**src/rtl/dmem_port_arbiter.sv**
```systemverilog
// rtl/dmem_port_arbiter.sv - core/host arbiter in front of a single-port data-memory BRAM
// Optional DMEM_ARB_PERF_EN adds grant and conflict performance counters.
module dmem_port_arbiter #(
    parameter int ADDR_W       = 8,
    parameter int DATA_W       = 32,
    parameter int STARVE_LIMIT = 4
) (
    input  logic              clk,
    input  logic              reset,
    input  logic              core_req,
    input  logic              core_we,
    input  logic [ADDR_W-1:0] core_addr,
    input  logic [DATA_W-1:0] core_wdata,
    output logic              core_gnt,
    output logic              core_rvalid,
    output logic [DATA_W-1:0] core_rdata,
    input  logic              host_req,
    input  logic              host_we,
    input  logic [ADDR_W-1:0] host_addr,
    input  logic [DATA_W-1:0] host_wdata,
    output logic              host_gnt,
    output logic              host_rvalid,
    output logic [DATA_W-1:0] host_rdata,
    output logic              mem_en,
    output logic              mem_we,
    output logic [ADDR_W-1:0] mem_addr,
    output logic [DATA_W-1:0] mem_din,
    input  logic [DATA_W-1:0] mem_dout
`ifdef DMEM_ARB_PERF_EN
    ,
    output logic [15:0]       perf_core_cnt,
    output logic [15:0]       perf_host_cnt,
    output logic [15:0]       perf_conflict_cnt
`endif
);

    typedef enum logic [1:0] {
        S_IDLE    = 2'd0,
        S_RD_CORE = 2'd1,
        S_RD_HOST = 2'd2
    } state_t;

    localparam logic [3:0] LP_LIMIT = 4'(STARVE_LIMIT);

    state_t              r_state;
    state_t              w_next_state;
    logic [3:0]          r_starve_cnt;
    logic                r_core_rvalid;
    logic                r_host_rvalid;
    logic [DATA_W-1:0]   r_core_rdata;
    logic [DATA_W-1:0]   r_host_rdata;
    logic                w_host_wins;

    // Host overrides the core only once it has been starved long enough.
    assign w_host_wins = host_req && (!core_req || (r_starve_cnt >= LP_LIMIT));

    always_comb begin
        core_gnt     = 1'b0;
        host_gnt     = 1'b0;
        mem_en       = 1'b0;
        mem_we       = 1'b0;
        mem_addr     = '0;
        mem_din      = '0;
        w_next_state = r_state;
        case (r_state)
            S_IDLE: begin
                if (!reset) begin
                    if (w_host_wins) begin
                        host_gnt = 1'b1;
                        mem_en   = 1'b1;
                        mem_we   = host_we;
                        mem_addr = host_addr;
                        mem_din  = host_wdata;
                        if (!host_we) w_next_state = S_RD_HOST;
                    end else if (core_req) begin
                        core_gnt = 1'b1;
                        mem_en   = 1'b1;
                        mem_we   = core_we;
                        mem_addr = core_addr;
                        mem_din  = core_wdata;
                        if (!core_we) w_next_state = S_RD_CORE;
                    end
                end
            end
            S_RD_CORE: w_next_state = S_IDLE;
            S_RD_HOST: w_next_state = S_IDLE;
            default:   w_next_state = S_IDLE;
        endcase
    end

    always_ff @(posedge clk or posedge reset) begin
        if (reset) begin
            r_state       <= S_IDLE;
            r_starve_cnt  <= 4'd0;
            r_core_rvalid <= 1'b0;
            r_host_rvalid <= 1'b0;
            r_core_rdata  <= '0;
            r_host_rdata  <= '0;
        end else begin
            r_state       <= w_next_state;
            r_core_rvalid <= (r_state == S_RD_CORE);
            r_host_rvalid <= (r_state == S_RD_HOST);
            if (r_state == S_RD_CORE) r_core_rdata <= mem_dout;
            if (r_state == S_RD_HOST) r_host_rdata <= mem_dout;
            // Denials during read-return cycles count toward starvation too.
            if (host_req && !host_gnt) begin
                if (r_starve_cnt != 4'hF) r_starve_cnt <= r_starve_cnt + 4'd1;
            end else begin
                r_starve_cnt <= 4'd0;
            end
        end
    end

    assign core_rvalid = r_core_rvalid;
    assign host_rvalid = r_host_rvalid;
    assign core_rdata  = r_core_rdata;
    assign host_rdata  = r_host_rdata;

`ifdef DMEM_ARB_PERF_EN
    logic [15:0] r_perf_core;
    logic [15:0] r_perf_host;
    logic [15:0] r_perf_conflict;

    always_ff @(posedge clk or posedge reset) begin
        if (reset) begin
            r_perf_core     <= 16'd0;
            r_perf_host     <= 16'd0;
            r_perf_conflict <= 16'd0;
        end else begin
            if (core_gnt) r_perf_core <= r_perf_core + 16'd1;
            if (host_gnt) r_perf_host <= r_perf_host + 16'd1;
            if ((r_state == S_IDLE) && core_req && host_req)
                r_perf_conflict <= r_perf_conflict + 16'd1;
        end
    end

    assign perf_core_cnt     = r_perf_core;
    assign perf_host_cnt     = r_perf_host;
    assign perf_conflict_cnt = r_perf_conflict;
`endif

endmodule

```
**config.mk**
```make
export PLATFORM = sky130hd
export DESIGN_NAME = dmem_port_arbiter
export DESIGN_NICKNAME = d
export VERILOG_FILES = /design/src/rtl/dmem_port_arbiter.sv
export SDC_FILE = /design/constraint.sdc
export NUM_CORES = 1
export LEC_CHECK = 0
export BUFFER_PORTS_ARGS = -buffer_cell sky130_fd_sc_hd__buf_2
export CAP_MARGIN = 20
export CORE_ASPECT_RATIO = 1.4
export CORE_MARGIN = 3
export CORE_UTILIZATION = 44
export DETAILED_ROUTE_END_ITERATION = 10
export PLACE_DENSITY = 0.81
export SETUP_SLACK_MARGIN = 0.02
export SYNTH_ARGS = -nofsm -noshare
export SYNTH_HDL_FRONTEND = slang
export SYNTH_SLANG_ARGS = --single-unit
```
**constraint.sdc**
```tcl
create_clock -name clk -period 2.5 [get_ports clk]
set_input_delay 0.125 -clock clk [delete_from_list [all_inputs] [get_ports clk]]
set_output_delay 0.125 -clock clk [all_outputs]
set_load 0.01 [all_outputs]
```
== Word-level counts from Yosys, hierarchy flattened ==
Index checks and enable logic that the tools add are counted.
Widths: inputs -> output; s select.

* Input port bits: 118
* Flip-flop bits (word level): 72

* Magnitude comparators: 1
* Muxes and demuxes: 30
* Add/subtract/negate cells: 1
* Reduce and logical (&&, ||, !) cells: 7
* Eq/ne operators: 8

{| class="wikitable"
|+ Operators by type and width
! operator !! number
|-
| $mux 32 || 4
|-
| $mux 8 || 4
|-
| $mux 1 || 14
|-
| $mux 2 || 6
|-
| $ne 3x3->1 const B || 3
|-
| $mux 4 || 2
|-
| $add 4x1->4 const B || 1
|-
| $ge 4x3->1 const B || 1
|-
| $ne 4x4->1 const B || 1
|-
| $reduce_and 4->1 || 1
|-
| $eq 2x1->1 const B || 1
|-
| $eq 2x2->1 const B || 1
|-
| $logic_and 1x1->1 || 2
|-
| $logic_not 1->1 || 2
|-
| $logic_not 2->1 || 1
|-
| $ne 2x1->1 const B || 1
|-
| $ne 2x2->1 const B || 1
|-
| $logic_or 1x1->1 || 1
|}

== Logic depth before layout (Yosys ltp) ==
* Depth in word-level cells: 9
* Gate-level depth with buffers: 6

== Least setup slack after synthesis ==
OpenSTA, ideal clock, no wires.

* Kind: flip-flop to output port
* Start: register r_state[1]
* End: output port core_gnt
* Buffers on the path: 2
* Path slack: 1.077 ns
* Stages on the path, launching flop included: 5
* Arrival time: 1.298 ns
* Required time: 2.375 ns
* Path through: dfrtp_1 or3_1 buf_2 buf_2 nor2_1

* Longest elaborated chain between the ends: 2

{| class="wikitable"
|+ Ends and longest elaborated chain
! what !! line !! source
|-
| start, declared || 45 || <nowiki>state_t r_state;</nowiki>
|-
| start signal, assigned || 100 || <nowiki>r_state <= w_next_state;</nowiki>
|-
| $logic_not 2->1 || 65 || <nowiki>case (r_state)</nowiki>
|-
| $mux 1 || 65 ||
|-
| end, declared || 14 || <nowiki>output logic core_gnt,</nowiki>
|}

No other way between the ends.

== Final worst setup path ==
* Start: input port reset
* End: output port mem_din[22]

* Longest elaborated chain between the ends: 2

{| class="wikitable"
|+ Ends and longest elaborated chain
! what !! line !! source
|-
| start, declared || 9 || <nowiki>input logic reset,</nowiki>
|-
| $mux 32 || 67 || <nowiki>if (!reset) begin</nowiki>
|-
| $mux 32 || 65 ||
|-
| end, declared || 27 || <nowiki>output logic [DATA_W-1:0] mem_din,</nowiki>
|}

No other way between the ends.

==> impl_metrics.ini <==
[setup_path]
start_kind = primary input
path_cells = dlygate4sd3_1 -> buf_2 -> or3_2 -> buf_12 -> a21oi_2 -> buf_2
critPathLaunch = reset
cpPeakStageDelay_ns = 0.67
end_kind = output port
cp_max_fo = 29
r2r_cells = 3
r2r_slack_ns = 0.62
worst_r2r_endpoint = r_starve_cnt[2]
cp_slowest_cell = or3_2
critPathArrivalTime_ns = 2.07
cpMostUsedCell = buf_2
cp_data_required_time_ns = 2.38
crit_type = primary input to output port
endpoint = mem_din[22]
rr_startpoint = r_state[1]

[cells_and_area]
layout-drive-gt1-share_pct = 73.5
n_fill_cell = 714
num-nets-final = 658
synthToLayoutAreaGrowth_pct = 37.5
multi_input_area_mm2 = 0.00185
seqCellArea_mm2 = 0.00180
antenna_cells = 0
finalNonFillerCells = 649

[timing]
clock_skew_ns = 0.00558
layout_min_cycle_time_ns = 2.20
setup_tns_ns = 0
finalCritPeriodShare_pct = 87.8
hold_violations = 0
setup_violations = 0
rsz0062_at_grt = no
report.final.slew_viol_count = 0
fmax_mhz = 456
relSlewSlack_pct = 54.9
worst_pin_slew_ns = 0.676

[pwr]
p_leak_nw = 2.59
power_density_mw_per_mm2 = 744
ir_worst_vdd_v = 0.000655

[clocking]
cts_inserted_buffers = 9
cts.sinks = 72
post_cts_buffers = 0
clk_pin_slew_ns = 0.06
cts_buffer_depth = 2
clock_latency_ns = 0.33
cts-htree-levels = 3
cts_root_buf = clkbuf_16
cts_tree = done

[route]
wl_per_cell_um = 17.1
drtIter0Drc = 96
drcViolationCount = 0
viasPerCell = 5.29
final_antenna_net_count = 0
vias = 3432
routed_wl_mm = 11.1
firstDrtPassIters = 4

[synth]
synth_top_family_by_area = multiplexers
synthSimpleGateAreaFrac_pct = 18.3
synth_flop_cell = dfrtp_1
synthTopCellsByCount = 72 x dfrtp_1, 64 x mux2_2, 44 x nand3_1
syn_nets = 443
postSynth.asyncResetShare_pct = 100
seq_area_frac_synth_pct = 46.2
mappedNetlistArea_mm2 = 0.00390
synth.most_common_cell = dfrtp_1
synthCells = 324
synthAdderAreaFrac_pct = 0.321
ys_warn_count = 0
synth.largest_area_cell = dfrtp_1
synth-compound-area-share_pct = 9.81
synth_xor_area_share_pct = 0.225
synth_top_area_share_pct = 46.2
yosys-top-cells-area = dfrtp_1 46%, mux2_2 18%, nand3_2 10%, a21oi_2 9.0%, nand3_1 5.6%
synth.avg_cell_area_um2 = 12.0
synth_enable_flop_cells = 0
synth_mux_area_share_pct = 18.7
yosysUniqueCellTypes = 27
synth_seq_cells = 72

[grt]
grt_pass1_vias = 3466
grt_overflow = 0
grt_max_degree = 45
grt_pass1_wl_mm = 17.2
antenna_found_initial = 0
grt.total_usage_pct = 21.8

[place]
dpl.cell_count = 630
io_buffer_count = 227
routabilityCongestion = 0.799
place_hpwl_mm = 8.62

[floorplanning]
num_rows = 40
floorplan.die_area_mm2 = 0.0100
coreArea_mm2 = 0.00861
io_pins = 228
die_y_um = 117
initial_utilization_pct = 45.3
fp.dieW_um = 85.6

[run]
maxCapViolCount = 0

[worst_hold_path]
hold_path.class = primary input to register

[run_status]
status = finished, final reports clean
-- final cells by class --
type / instances / area share [%]
sequential: 72 / 33.6
clock inverter: 7 / 1.49
timing repair buffer: 238 / 23.6
clock buffer: 9 / 4.20
multi-input combinational: 216 / 34.6
inverter: 2 / 0.140
tap: 105 / 2.45
-- routing by layer --
metal,global-route usage [%],vias up,routed length (um)
met2,38.1,185,5730
li1,-,1595,-
met5,0,-,0
met4,6.93,0,173
met3,7.52,21,1100
met1,24.6,1631,4090
-- where the power goes --
group	switching, mW	total (mW)	internal, mW	leakage (nW)
registers	0.144	1.59	1.44	0.862
clock network	0.493	1.28	0.783	0.148
logic	0.572	1.13	0.555	1.58
-- repair_timing --
action	CTS	global route
gates resized for setup	0	0
hold buffers	3	0
endpoints found under the hold margin	32	0
-- cell usage in the layout, fill, tap and decap left out --
master	n
buf_2	227
dfrtp_1	72
mux2_2	64
nand3_1	44
nand3_2	40
a21oi_2	40
nor2_1	9
clkbuf_16	9
buf_4	5
nand2_1	3
nor3_1	3
dlygate4sd3_1	3
buf_12	3
clkinv_4	2
nor2b_2	1
nand2b_1	1
inv_1	1
a31oi_1	1
nor3b_1	1
or3_2	1
o21ai_0	1
a211oi_1	1
or3b_2	1
o21ai_2	1
xnor2_1	1
mux2i_1	1
inv_2	1
a21oi_1	1
ha_1	1
inv_8	1
inv_6	1
clkinvlp_4	1
clkinv_2	1
bufinv_16	1
-- through the flow --
stage / area, um2 / setup slack, ns / util (%) / total power, mW / hold WS, ns
3_5_place_dp: 5030 / 0.621 / 58.4 / 2.74 / 0.302
4_1_cts: 5360 / 0.280 / 62.3 / 4.05 / 0.0231
6_report: 5360 / 0.305 / 62.3 / 3.99 / 0.0350
2_1_floorplan: 3900 / 0.550 / - / 2.22 / 0.198
5_1_grt: 5360 / 0.190 / 62.3 / 4.20 / 0.0282
3_3_place_gp: 5030 / 0.696 / 58.4 / 2.69 / 0.294
-- state kept, by name (all words and copies together), names as in the netlist --
signal / count
r_starve_cnt: 4
core_rdata: 32
r_state: 2
host_rvalid: 1
core_rvalid: 1
host_rdata: 32
-- kinds of logic (layout without fill, tap and decap cells) --
logic type | after synthesis | in the layout
AOI/OAI and AO/OA | 45 | 45
buffers and inverters | 36 | 256
adders and majority gates | 1 | 1
DFF | 72 | 72
and+or+nand+nor | 104 | 104
xor gates and xnor gates | 1 | 1
muxes | 65 | 65
-- worst min path at each step --
stage,from,to,slack [ns],cells past startpoint
floorplan,core_we,r_state[0],0.20,1
global placement,reset,r_state[1],0.29,2
detailed placement,reset,r_state[0],0.30,2
CTS,mem_dout[23],core_rdata[23],0.02,2
global route,mem_dout[23],core_rdata[23],0.03,2
finish,mem_dout[23],core_rdata[23],0.03,2
-- critical path, delay by kind of cell --
kind / cells / cell delay [ns]
buffers and inverters: 4 / 1.13
AOI/OAI and AO/OA: 1 / 0.12
and+or+nand+nor: 1 / 0.67
Power figures use the tool's default switching activity.
